<file path="src/rtl/idx_enc.sv">
// Sparse spike word to index stream encoder.
// One {last, index} beat per set bit, lowest index first.
module idx_enc #(
  parameter int WIDTH = 8,
  parameter int IDX_W = $clog2(WIDTH),
  parameter int ENC_W = IDX_W + 1
) (
  input  logic             clk,
  input  logic             rst_n,
  input  logic             ipt_valid,
  input  logic [WIDTH-1:0] sparse_bits,
  output logic             ipt_ready,
  output logic [ENC_W-1:0] enc,
  output logic             opt_valid,
  input  logic             opt_ready
);

  logic [WIDTH-1:0] mask_q;
  logic [WIDTH-1:0] mask_d;
  logic [WIDTH-1:0] rest;
  logic [IDX_W-1:0] idx;
  logic             busy;
  logic             last;
  logic             found;
  logic             xfer;
  logic             acc;

  always_comb begin
    idx   = '0;
    found = 1'b0;
    for (int i = 0; i < WIDTH; i++) begin
      if (mask_q[i] && !found) begin
        idx   = IDX_W'(i);
        found = 1'b1;
      end
    end
  end

  // rest = mask with its lowest set bit removed
  assign rest = mask_q & (mask_q - 1'b1);
  assign busy = (mask_q != '0);
  assign last = busy && (rest == '0);

  // outputs are forced idle while reset is held
  assign opt_valid = busy && !rst_n;
  assign enc       = opt_valid ? {last, idx} : '0;
  assign ipt_ready = !rst_n
                   && (!busy || (opt_ready && last));

  assign xfer = opt_valid && opt_ready;
  assign acc  = ipt_valid && ipt_ready;

  always_comb begin
    mask_d = mask_q;
    if (xfer) mask_d = rest;
    if (acc)  mask_d = sparse_bits;
  end

  always_ff @(posedge clk) begin
    if (rst_n) mask_q <= '0;
    else       mask_q <= mask_d;
  end

endmodule

</file>
<file path="config.mk">
export PLATFORM = sky130hd
export DESIGN_NAME = idx_enc
export DESIGN_NICKNAME = d
export VERILOG_FILES = /design/src/rtl/idx_enc.sv
export SDC_FILE = /design/constraint.sdc
export NUM_CORES = 1
export LEC_CHECK = 0
export CAP_MARGIN = 5
export CORE_MARGIN = 2
export CORE_UTILIZATION = 42
export CTS_CLUSTER_DIAMETER = 80
export DETAILED_ROUTE_END_ITERATION = 10
export PLACE_DENSITY = 0.71
export SYNTH_ARGS = -nofsm -noshare
export SYNTH_HDL_FRONTEND = slang
export SYNTH_SLANG_ARGS = --single-unit
</file>
<file path="constraint.sdc">
create_clock -name clk -period 4.7 [get_ports clk]
set_input_delay 0.94 -clock clk [delete_from_list [all_inputs] [get_ports clk]]
set_output_delay 0.94 -clock clk [all_outputs]
set_load 0.02 [all_outputs]
</file>
## Word-level counts from Yosys, hierarchy flattened

Cells that the tools add are included.

- Register bits after elaboration: 8
- Input bits: 12
- Output and inout bits: 6
- Logic and storage cells: 46

- Add/sub/neg operators: 1
- Muxes and demuxes: 17
- Bitwise operators: 1
- Reduce and logical (&&, ||, !) cells: 26

Operator list:

| operator | number |
|---|---|
| 3-bit 2-to-1 mux | 6 |
| 8-bit 2-to-1 mux | 2 |
| 1-bit logical AND | 13 |
| 1-bit logical NOT | 9 |
| 8-bit AND | 1 |
| 8-bit logical NOT | 1 |
| 1-bit 2-to-1 mux | 8 |
| 8-bit nonzero test | 1 |
| 8-bit by 1-bit subtractor with 8-bit output (second input constant) | 1 |
| 4-bit 2-to-1 mux | 1 |
| 2-bit nonzero test | 1 |
| 1-bit logical OR | 1 |

## Logic depth before layout (Yosys ltp)

Gate-level depths: netlist of the first run.

- Depth in word-level cells: 23
- Mapped depth: 7
- Gate-level depth less buffers: 5

## Worst setup path before layout of the first run

Ideal clock, no wire load.

- Path type: input -> output
- From: input rst_n
- To: output enc[0]
- Arrival: 2263 ps
- Data required time: 3760 ps
- Setup slack: 1497 ps
- Stages on the path: 3
- Path buffers: 0
- Cells stage by stage: clkinv_1 -> nand2_1 -> a2111oi_0

- Cells in the longest elaborated chain, start to end: 3

Ends and longest elaborated chain:

| what | RTL line | text |
|---|---|---|
| from (decl) | 9 | `input logic rst_n,` |
| 1-bit logical NOT | 45 | `assign opt_valid = busy && !rst_n;` |
| 1-bit logical AND | 45 |  |
| 4-bit 2-to-1 mux | 46 | `assign enc = opt_valid ? {last, idx} : '0;` |
| to (decl) | 13 | `output logic [ENC_W-1:0] enc,` |

Every way passes these cells.

## Final worst setup path of the first run

- From: input opt_ready
- To: output ipt_ready

- Cells in the longest elaborated chain, start to end: 3

Ends and longest elaborated chain:

| what | RTL line | text |
|---|---|---|
| from (decl) | 15 | `input logic opt_ready` |
| 1-bit logical AND | 48 | `&& (!busy \|\| (opt_ready && last));` |
| 1-bit logical OR | 48 |  |
| 1-bit logical AND | 48 |  |
| to (decl) | 12 | `output logic ipt_ready,` |

Every way passes these cells.

==> flow_summary.yaml, run 1 <==
route:
  vias: 603
  wl_per_cell_um: 13.6
  wl_mm: 1.43
  antenna_left: 0
  drc: 0
  drt_iter0_drc: 3
  first_pass_iters: 4
  vias_per_cell: 5.74
timing:
  drv_slew: 0
  setup_viol: 0
  rsz0062_at_grt: "false"
  setup_tns_ns: 0
  timing.final.crit_share: 0.873
  clock.fmax_ghz: 0.244
  relSlewSlack: 0.707
  whs_ns: 0.604
  period_minus_slack_ns: 4.10
  finalHoldViolations: 0
  clock_skew_ns: 0.00431
  tightest_slew_ns: 0.428
global_routing:
  grt_pass1_vias: 555
  grt_max_degree: 13
  grtUsageTotal: 0.173
  antenna_found_initial: 0
  grt_overflow: 0
  grt_pass1_wl_mm: 2.54
layout:
  largest_reg_flops: 8
  top_register: "mask_q"
  drive_above_1_share: 0.180
  nFillCells: 148
  areaGrowthSynthToFinish_pct: 22.1
  fin_util: 0.550
  diodes: 0
  most-common-layout-cells: "clkdlybuf4s50_1, dfxtp_1, nand2_1, nor2_1"
  fin_cells: 105
  reg_top3: "mask_q (8)"
  fin_nets: 103
  final_common_cell: "clkdlybuf4s50_1"
hold_path:
  min_path_type: "reg -> reg"
logic_synthesis:
  synth_compound_area_frac: 0.332
  synth_seq_area_share: 0.236
  yosys_warnings: 0
  synth_adder_area_share: 0.0295
  syn_area_um2: 678
  synth_area_leaders: "dfxtp_1, buf_6, a32o_2"
  syn_inst: 76
  yosys.cell_types.count: 36
  mappedNetlistNets: 88
  ys_ff_latch: 8
  synth_top_cell_area_share: 0.236
  synthMuxAreaShare: 0
  yosys.area.top_type: "dfxtp_1"
  syn_avg_cell_area_um2: 8.92
  synth-simple-area-share: 0.293
  synth_top_family_by_area: "compound AO/OA/AOI/OAI gates"
  synth_xor_area_frac: 0
clocking:
  cts_tree: "done"
  cts_resized: 0
  clkLatencyLatePin_ns: 0.25
  post-cts-setup-buffers: 0
  numCtsBuffers: 3
  clkTransAtPathRegs_ns: 0.06
  cts_buffer_depth: 2
  ctsHoldBuffers: 0
  htreeDepth: 1
  cts_root_buffer: "clkbuf_4"
  cts.sinks: 8
floorplanning:
  die_area_mm2: 0.00195
  pin_count: 18
  die_h_um: 44.2
  rows: 14
  chipWidth_um: 44.2
  start_util: 0.450
  core_area_mm2: 0.00151
pwr:
  switching_share: 0.426
  pwr-share-seq: 0.309
  p_clk_frac: 0.146
  total_power_uw: 364
  switchingPower_uw: 155
  p_leak_uw: 0.000306
  irDropWorstVdd_mv: 0.199
  combPwrFrac: 0.545
  internal-power_uw: 209
  power_density_mw_per_mm2: 439
critical_path:
  required_ns: 3.76
  crit_slowest_cell: "clkdlybuf4s50_1"
  cp_num_buf_inv: 2
  crit_path_start_kind: "primary input"
  cpMostUsedCell: "clkdlybuf4s50_1"
  critPathCaptureType: "output pin"
  cp_cell_sequence: "clkdlybuf4s50_1, or4b_4, a2111oi_4, o21bai_2, a21oi_1, clkdlybuf4s50_1"
  critPathMaxFanout: 8
  crit_family: "buffers and inverters"
  worstSetupPathType: "in -> out"
  critPathArrivalTime_ns: 3.16
  cpPeakStageDelay_ns: 0.62
job:
  maxCapViolations: 0
placement:
  dpl.hpwl_mm: 1.07
  gp_congestion: 0.895
  portBuffers: 17
  placedCellCount: 102
status:
  status: "finished clean"
## worst paths after layout
path / startpoint / endpoint / cells past startpoint / slack [ns]
hold reg to reg: mask_q[7]$_SDFFE_PP0P_ / mask_q[7]$_SDFFE_PP0P_ / 2 / 0.60
setup reg to reg: mask_q[0]$_SDFFE_PP0P_ / mask_q[5]$_SDFFE_PP0P_ / 5 / 2.78
hold / removal: mask_q[7]$_SDFFE_PP0P_ / mask_q[7]$_SDFFE_PP0P_ / 2 / 0.60
setup / recovery: opt_ready / ipt_ready / 6 / 0.60
## routing by layer
| layer | GRT usage | part of all wire |
|---|---|---|
| met4 | 0.0545 | 0.0091 |
| met1 | 0.248 | 0.48 |
| met2 | 0.250 | 0.45 |
| met5 | 0 | 0 |
| met3 | 0.0490 | 0.055 |
## cell type report
| cell class | instances | area [µm²] | share of cell area |
|---|---|---|---|
| multi-input combinational | 58 | 444 | 0.536 |
| timing repair buffer | 17 | 170 | 0.205 |
| sequential | 8 | 160 | 0.193 |
| clock buffer | 3 | 22.5 | 0.0272 |
| tap | 16 | 20.0 | 0.0242 |
| inverter | 3 | 11.3 | 0.0136 |
## per-stage QoR
| step | cell area (µm²) | worst slack, ns |
|---|---|---|
| floorplan | 678 | 1.50 |
| global placement | 806 | 0.639 |
| detailed placement | 806 | 0.580 |
| CTS | 828 | 0.579 |
| global route | 828 | 0.486 |
| finish | 828 | 0.597 |
## synthesized netlist by cell type
library cell  instances
o21bai_2              1
a21oi_1               3
inv_1                 2
o21ai_0               4
nor3_2                1
or4_4                 1
a22o_1                1
nand2_1               7
a32o_2                3
buf_6                 4
maj3_1                2
dfxtp_1               8
nor2_1                6
nand2b_1              2
or4b_4                1
nand3_1               2
nor4_4                1
buf_2                 2
or4_1                 1
nor2b_1               1
nor3_4                1
a21oi_4               1
a211oi_1              3
a2111oi_0             1
buf_4                 1
a2111oi_4             1
a21oi_2               1
or3_1                 2
o21a_1                1
a21o_1                1
o2bb2ai_1             2
nor3_1                4
clkinv_1              1
a21bo_2               1
a32o_1                1
nor4b_1               1
## power groups by stage
stage	sequential (µW)	combinational (µW)	clock, µW
global placement	114	196	0
finish	112	198	53.0
detailed placement	114	198	0
floorplan	88.8	180	0
CTS	112	199	55.7
global route	116	219	59.8
## cells by family (layout without fill, tap and decap cells)
| group | Yosys count | count (layout) |
|---|---|---|
| flip-flops | 8 | 8 |
| adder cells (fa/ha/maj) | 2 | 2 |
| AO/OA/AOI/OAI | 25 | 25 |
| buffers and inverters | 10 | 23 |
| AND/OR/NAND/NOR | 31 | 31 |
## worst reg2reg max path: stages (launching register included)
cell     delay, ns
dfxtp_1       0.56
or4_4         0.28
nor3_4        0.06
a21bo_2       0.25
or4_1         0.40
a32o_2        0.27
Note: power is estimated with default switching activity, not from simulation.
==> inputs of run 2 (changes only) <==
--- a/config.mk
+++ b/config.mk
@@ -7,10 +7,9 @@
 export LEC_CHECK = 0
 export CAP_MARGIN = 5
 export CORE_MARGIN = 2
-export CORE_UTILIZATION = 42
+export CORE_UTILIZATION = 29
 export CTS_CLUSTER_DIAMETER = 80
 export DETAILED_ROUTE_END_ITERATION = 10
-export PLACE_DENSITY = 0.71
 export SYNTH_ARGS = -nofsm -noshare
 export SYNTH_HDL_FRONTEND = slang
 export SYNTH_SLANG_ARGS = --single-unit
==> run 2 against run 1 <==
Cell count grew 11%. Non-clock buffer count unchanged. Total power about the same. Critical endpoint unchanged. Worst setup slack lost 0.017 ns. Highest routed layer unchanged. Clock skew decreased by 0.0019 ns. Via count decreased by 0.17%. First-iteration DRC count grew to 4.3 times the previous value.
==> flow_summary.yaml, run 2 (synthesis results as in run 1) <==
route:
  drc: 0
  wl_mm: 1.43
  drt_iter0_drc: 13
  first_pass_iters: 4
  vias: 602
  vias_per_cell: 5.15
  antenna_left: 0
  wl_per_cell_um: 12.2
timing:
  tightest_slew_ns: 0.479
  relSlewSlack: 0.680
  timing.final.crit_share: 0.877
  period_minus_slack_ns: 4.12
  clock.fmax_ghz: 0.243
  finalHoldViolations: 0
  rsz0062_at_grt: "false"
  setup_tns_ns: 0
  setup_viol: 0
  drv_slew: 0
  clock_skew_ns: 0.00239
clocking:
  post-cts-setup-buffers: 0
  cts_buffer_depth: 2
  cts.sinks: 8
  cts_resized: 0
  numCtsBuffers: 3
  clkLatencyLatePin_ns: 0.26
  cts_root_buffer: "clkbuf_4"
  htreeDepth: 1
  clkTransAtPathRegs_ns: 0.05
  ctsHoldBuffers: 0
  cts_tree: "done"
critical_path:
  required_ns: 3.76
  crit_path_start_kind: "primary input"
  critPathMaxFanout: 8
  critPathCaptureType: "output pin"
  cpMostUsedCell: "clkdlybuf4s50_1"
  worstSetupPathType: "in -> out"
  critPathArrivalTime_ns: 3.18
  cpPeakStageDelay_ns: 0.62
  cp_cell_sequence: "clkdlybuf4s50_1, or4b_4, a2111oi_4, o21bai_2, a21oi_1, clkdlybuf4s50_1"
  crit_slowest_cell: "clkdlybuf4s50_1"
layout:
  diodes: 0
  areaGrowthSynthToFinish_pct: 24.4
  reg_top3: "mask_q (8)"
  drive_above_1_share: 0.180
  fin_nets: 103
  most-common-layout-cells: "clkdlybuf4s50_1, dfxtp_1, nand2_1, nor2_1"
  top_register: "mask_q"
  multi_input_area_um2: 444
  final_common_cell: "clkdlybuf4s50_1"
  nFillCells: 246
  seqCellArea_um2: 160
  largest_reg_flops: 8
pwr:
  switching_share: 0.426
  switchingPower_uw: 155
  combPwrFrac: 0.545
  p_leak_uw: 0.000306
  total_power_uw: 364
  p_clk_frac: 0.147
  internal-power_uw: 209
  irDropWorstVdd_mv: 0.212
  pwr-share-seq: 0.308
  power_density_mw_per_mm2: 431
global_routing:
  antenna_found_initial: 0
  grt_pass1_vias: 566
  grtUsageTotal: 0.121
  grt_overflow: 0
  grt_max_degree: 13
  grt_pass1_wl_mm: 2.44
placement:
  dpl.hpwl_mm: 1.09
  portBuffers: 17
  gp_congestion: 0.804
floorplanning:
  rows: 17
  die_h_um: 52.4
  die_area_mm2: 0.00274
  pin_count: 18
  chipWidth_um: 52.4
  start_util: 0.307
  core_area_mm2: 0.00221
hold_path:
  min_path_type: "reg -> reg"
job:
  maxCapViolations: 0
status:
  status: "finished clean"
[run 2: cell counts in the layout (fill, tap and decap cells not counted)]
Identical to the previous run, type by type.
[run 2: power groups by stage]
stage	clock network, µW	registers [µW]	logic [µW]
global placement	0	114	197
CTS	54.6	112	200
floorplan	0	88.8	180
detailed placement	0	114	198
global route	58.1	116	216
finish	53.5	112	198
[run 2: through the flow]
step | cells | hold WS [ns] | utilization | instance area, µm² | setup WS, ns
3_5_place_dp | 114 | 0.584 | 0.371 | 821 | 0.579
2_1_floorplan | 76 | 0.564 | - | 678 | 1.50
4_1_cts | 117 | 0.593 | 0.381 | 843 | 0.576
5_1_grt | 117 | 0.622 | 0.381 | 843 | 0.495
6_report | 117 | 0.588 | 0.381 | 843 | 0.580
3_3_place_gp | 114 | 0.585 | 0.371 | 821 | 0.610
[run 2: path summary, 6_finish.rpt]
check / start / end / slack (ns) / depth (start not counted)
min reg2reg: mask_q[7]$_SDFFE_PP0P_ / mask_q[7]$_SDFFE_PP0P_ / 0.59 / 2
max reg2reg: mask_q[0]$_SDFFE_PP0P_ / mask_q[5]$_SDFFE_PP0P_ / 2.77 / 5
max: opt_ready / ipt_ready / 0.58 / 6
min: mask_q[7]$_SDFFE_PP0P_ / mask_q[7]$_SDFFE_PP0P_ / 0.59 / 2
[run 2: final cells by class]
type / count / area share
inverters: 3 / 0.0134
well taps: 28 / 0.0415
flip-flops and latches: 8 / 0.190
multi-input cells: 58 / 0.527
clock buffers: 3 / 0.0267
repair buffers: 17 / 0.202
[run 2: critical path, delay by kind of cell]
| family | cells | cell delay (ns) |
|---|---|---|
| buf+inv | 2 | 1.23 |
| simple gates | 1 | 0.52 |
| compound gates | 3 | 0.48 |
[run 2: metal layers]
layer / global-route usage / part of all wire
met1: 0.156 / 0.46
met4: 0.0769 / 0.027
met5: 0 / 0
met3: 0.0229 / 0.046
met2: 0.183 / 0.47
==> inputs of run 3 (changes only) <==
==> constraint.sdc (replaced) <==
create_clock -name clk -period 4.7 [get_ports clk]
set_input_delay 1.41 -clock clk [delete_from_list [all_inputs] [get_ports clk]]
set_output_delay 1.41 -clock clk [all_outputs]
set_load 0.02 [all_outputs]
==> run 3 against run 2 <==
Cell area grew 5.3%. First-iteration DRC count is 46% lower. Register-to-register slack got worse by 0.11 ns. Total power is 3.5% higher. Critical path type unchanged. Critical endpoint unchanged. Largest power group unchanged.
==> flow_summary.yaml, run 3 (synthesis results as in run 1) <==
status:
  status: "finished clean"
timing:
  timing.final.crit_share: 0.974
  setup_tns_ns: 0
  rsz0062_at_grt: "false"
  finalHoldViolations: 0
  setup_viol: 0
  clock.fmax_ghz: 0.219
  period_minus_slack_ns: 4.58
  tightest_slew_ns: 0.494
  drv_slew: 0
  relSlewSlack: 0.670
  clock_skew_ns: 0.00395
floorplanning:
  chipWidth_um: 52.4
  die_area_mm2: 0.00274
  die_h_um: 52.4
  start_util: 0.307
  core_area_mm2: 0.00221
  pin_count: 18
  rows: 17
clocking:
  cts_buffer_depth: 2
  htreeDepth: 1
  cts_root_buffer: "clkbuf_4"
  numCtsBuffers: 3
  ctsHoldBuffers: 0
  cts_tree: "done"
  cts.sinks: 8
  clkLatencyLatePin_ns: 0.25
  clkTransAtPathRegs_ns: 0.05
layout:
  areaGrowthSynthToFinish_pct: 31.0
  top_register: "mask_q"
  fin_nets: 109
  most-common-layout-cells: "clkdlybuf4s50_1, dfxtp_1, nand2_1, nor2_1, buf_4"
  reg_top3: "mask_q (8)"
  drive_above_1_share: 0.232
  nFillCells: 245
  largest_reg_flops: 8
  finalInstanceArea_um2: 888
  final_common_cell: "clkdlybuf4s50_1"
  diodes: 0
pwr:
  switching_share: 0.423
  p_leak_uw: 0.000338
  total_power_uw: 376
  combPwrFrac: 0.559
  switchingPower_uw: 159
  p_clk_frac: 0.139
  irDropWorstVdd_mv: 0.244
  pwr-share-seq: 0.302
  internal-power_uw: 217
  power_density_mw_per_mm2: 424
critical_path:
  worst-r2r-setup-slack_ns: 2.66
  critPathCaptureType: "output pin"
  cpPeakStageDelay_ns: 0.47
  crit_slowest_cell: "clkdlybuf4s50_1"
  reg2reg_depth: 6
  r2r_start: "mask_q[3]$_SDFFE_PP0P_"
  crit_start: "opt_ready"
  required_ns: 3.29
  crit_path_start_kind: "primary input"
  cp_cell_sequence: "clkdlybuf4s50_1, or4b_4, a2111oi_4, o21bai_2, a21oi_1, dlygate4sd2_1"
  critPathArrivalTime_ns: 3.17
  critPathMaxFanout: 2
  endpoint: "ipt_ready"
  worstSetupPathType: "in -> out"
  reg2reg_to: "mask_q[0]$_SDFFE_PP0P_"
route:
  drc: 0
  vias: 642
  wl_mm: 1.56
  wl_per_cell_um: 12.7
  vias_per_cell: 5.22
  antenna_left: 0
  drt_iter0_drc: 7
  first_pass_iters: 4
global_routing:
  grt_max_degree: 13
  grt_pass1_wl_mm: 2.74
  antenna_found_initial: 0
  grt_overflow: 0
  grt_pass1_vias: 619
  grtUsageTotal: 0.135
placement:
  place_area_um2: 866
  dpl.hpwl_mm: 1.18
  gp_congestion: 0.799
  portBuffers: 17
hold_path:
  min_path_type: "reg -> reg"
job:
  maxCapViolations: 0
-- run 3: changes by cell type in the layout (fill, tap and decap cells not counted), sizes merged --
cell           previous run  this run
buf                       0         6
dlygate4sd2               0         1
clkdlybuf4s50            17        16
-- run 3: power groups by stage --
stage                     Sequential [µW]  Combinational [µW]  Clock, µW
after floorplan                      88.8                 180          0
after global placement                114                 209          0
after detailed placement              114                 212          0
after CTS                             112                 211       54.8
after global routing                  117                 231       59.1
final                                 114                 210       52.4
-- run 3: critical path: cells and delay by family --
kind | cells | cell delay, ns
buffers and inverters | 2 | 0.82
AND/OR/NAND/NOR | 1 | 0.47
AO/OA/AOI/OAI | 3 | 0.48
-- run 3: worst min path at each step --
| stage | start | to | slack [ns] | cells after the start |
|---|---|---|---|---|
| after floorplan | mask_q[7]$_SDFFE_PP0P_ | mask_q[7]$_SDFFE_PP0P_ | 0.56 | 3 |
| after global placement | mask_q[7]$_SDFFE_PP0P_ | mask_q[7]$_SDFFE_PP0P_ | 0.58 | 2 |
| after detailed placement | mask_q[7]$_SDFFE_PP0P_ | mask_q[7]$_SDFFE_PP0P_ | 0.60 | 2 |
| after CTS | mask_q[7]$_SDFFE_PP0P_ | mask_q[7]$_SDFFE_PP0P_ | 0.61 | 2 |
| after global routing | mask_q[7]$_SDFFE_PP0P_ | mask_q[7]$_SDFFE_PP0P_ | 0.64 | 2 |
| final | mask_q[7]$_SDFFE_PP0P_ | mask_q[7]$_SDFFE_PP0P_ | 0.62 | 2 |
-- run 3: metal layers --
layer / global-route usage / share of wire
met1: 0.172 / 0.47
met2: 0.215 / 0.48
met3: 0.0286 / 0.037
met4: 0.0641 / 0.0096
met5: 0 / 0
-- run 3: area by class of cell --
type                    count  area (µm²)  area share
repair buffers             23         214       0.241
multi-input cells          58         445       0.501
inverters                   3        11.3      0.0127
well taps                  28        35.0      0.0394
clock buffers               3        22.5      0.0254
flip-flops and latches      8         160       0.180
-- run 3: through the flow --
| stage | setup WS [ns] | cells | utilization | hold slack, ns |
|---|---|---|---|---|
| 2_1_floorplan | 0.557 | 76 | - | 0.564 |
| 6_report | 0.124 | 123 | 0.402 | 0.616 |
| 4_1_cts | 0.110 | 123 | 0.401 | 0.607 |
| 3_3_place_gp | -0.126 | 120 | 0.391 | 0.581 |
| 5_1_grt | 0.0356 | 123 | 0.402 | 0.638 |
| 3_5_place_dp | -0.154 | 120 | 0.391 | 0.597 |
-- run 3: repair_timing --
item | in CTS | in global routing
setup buffers | 0 | 0
setup endpoints to repair | 1 | 1
gates resized for setup | 1 | 1
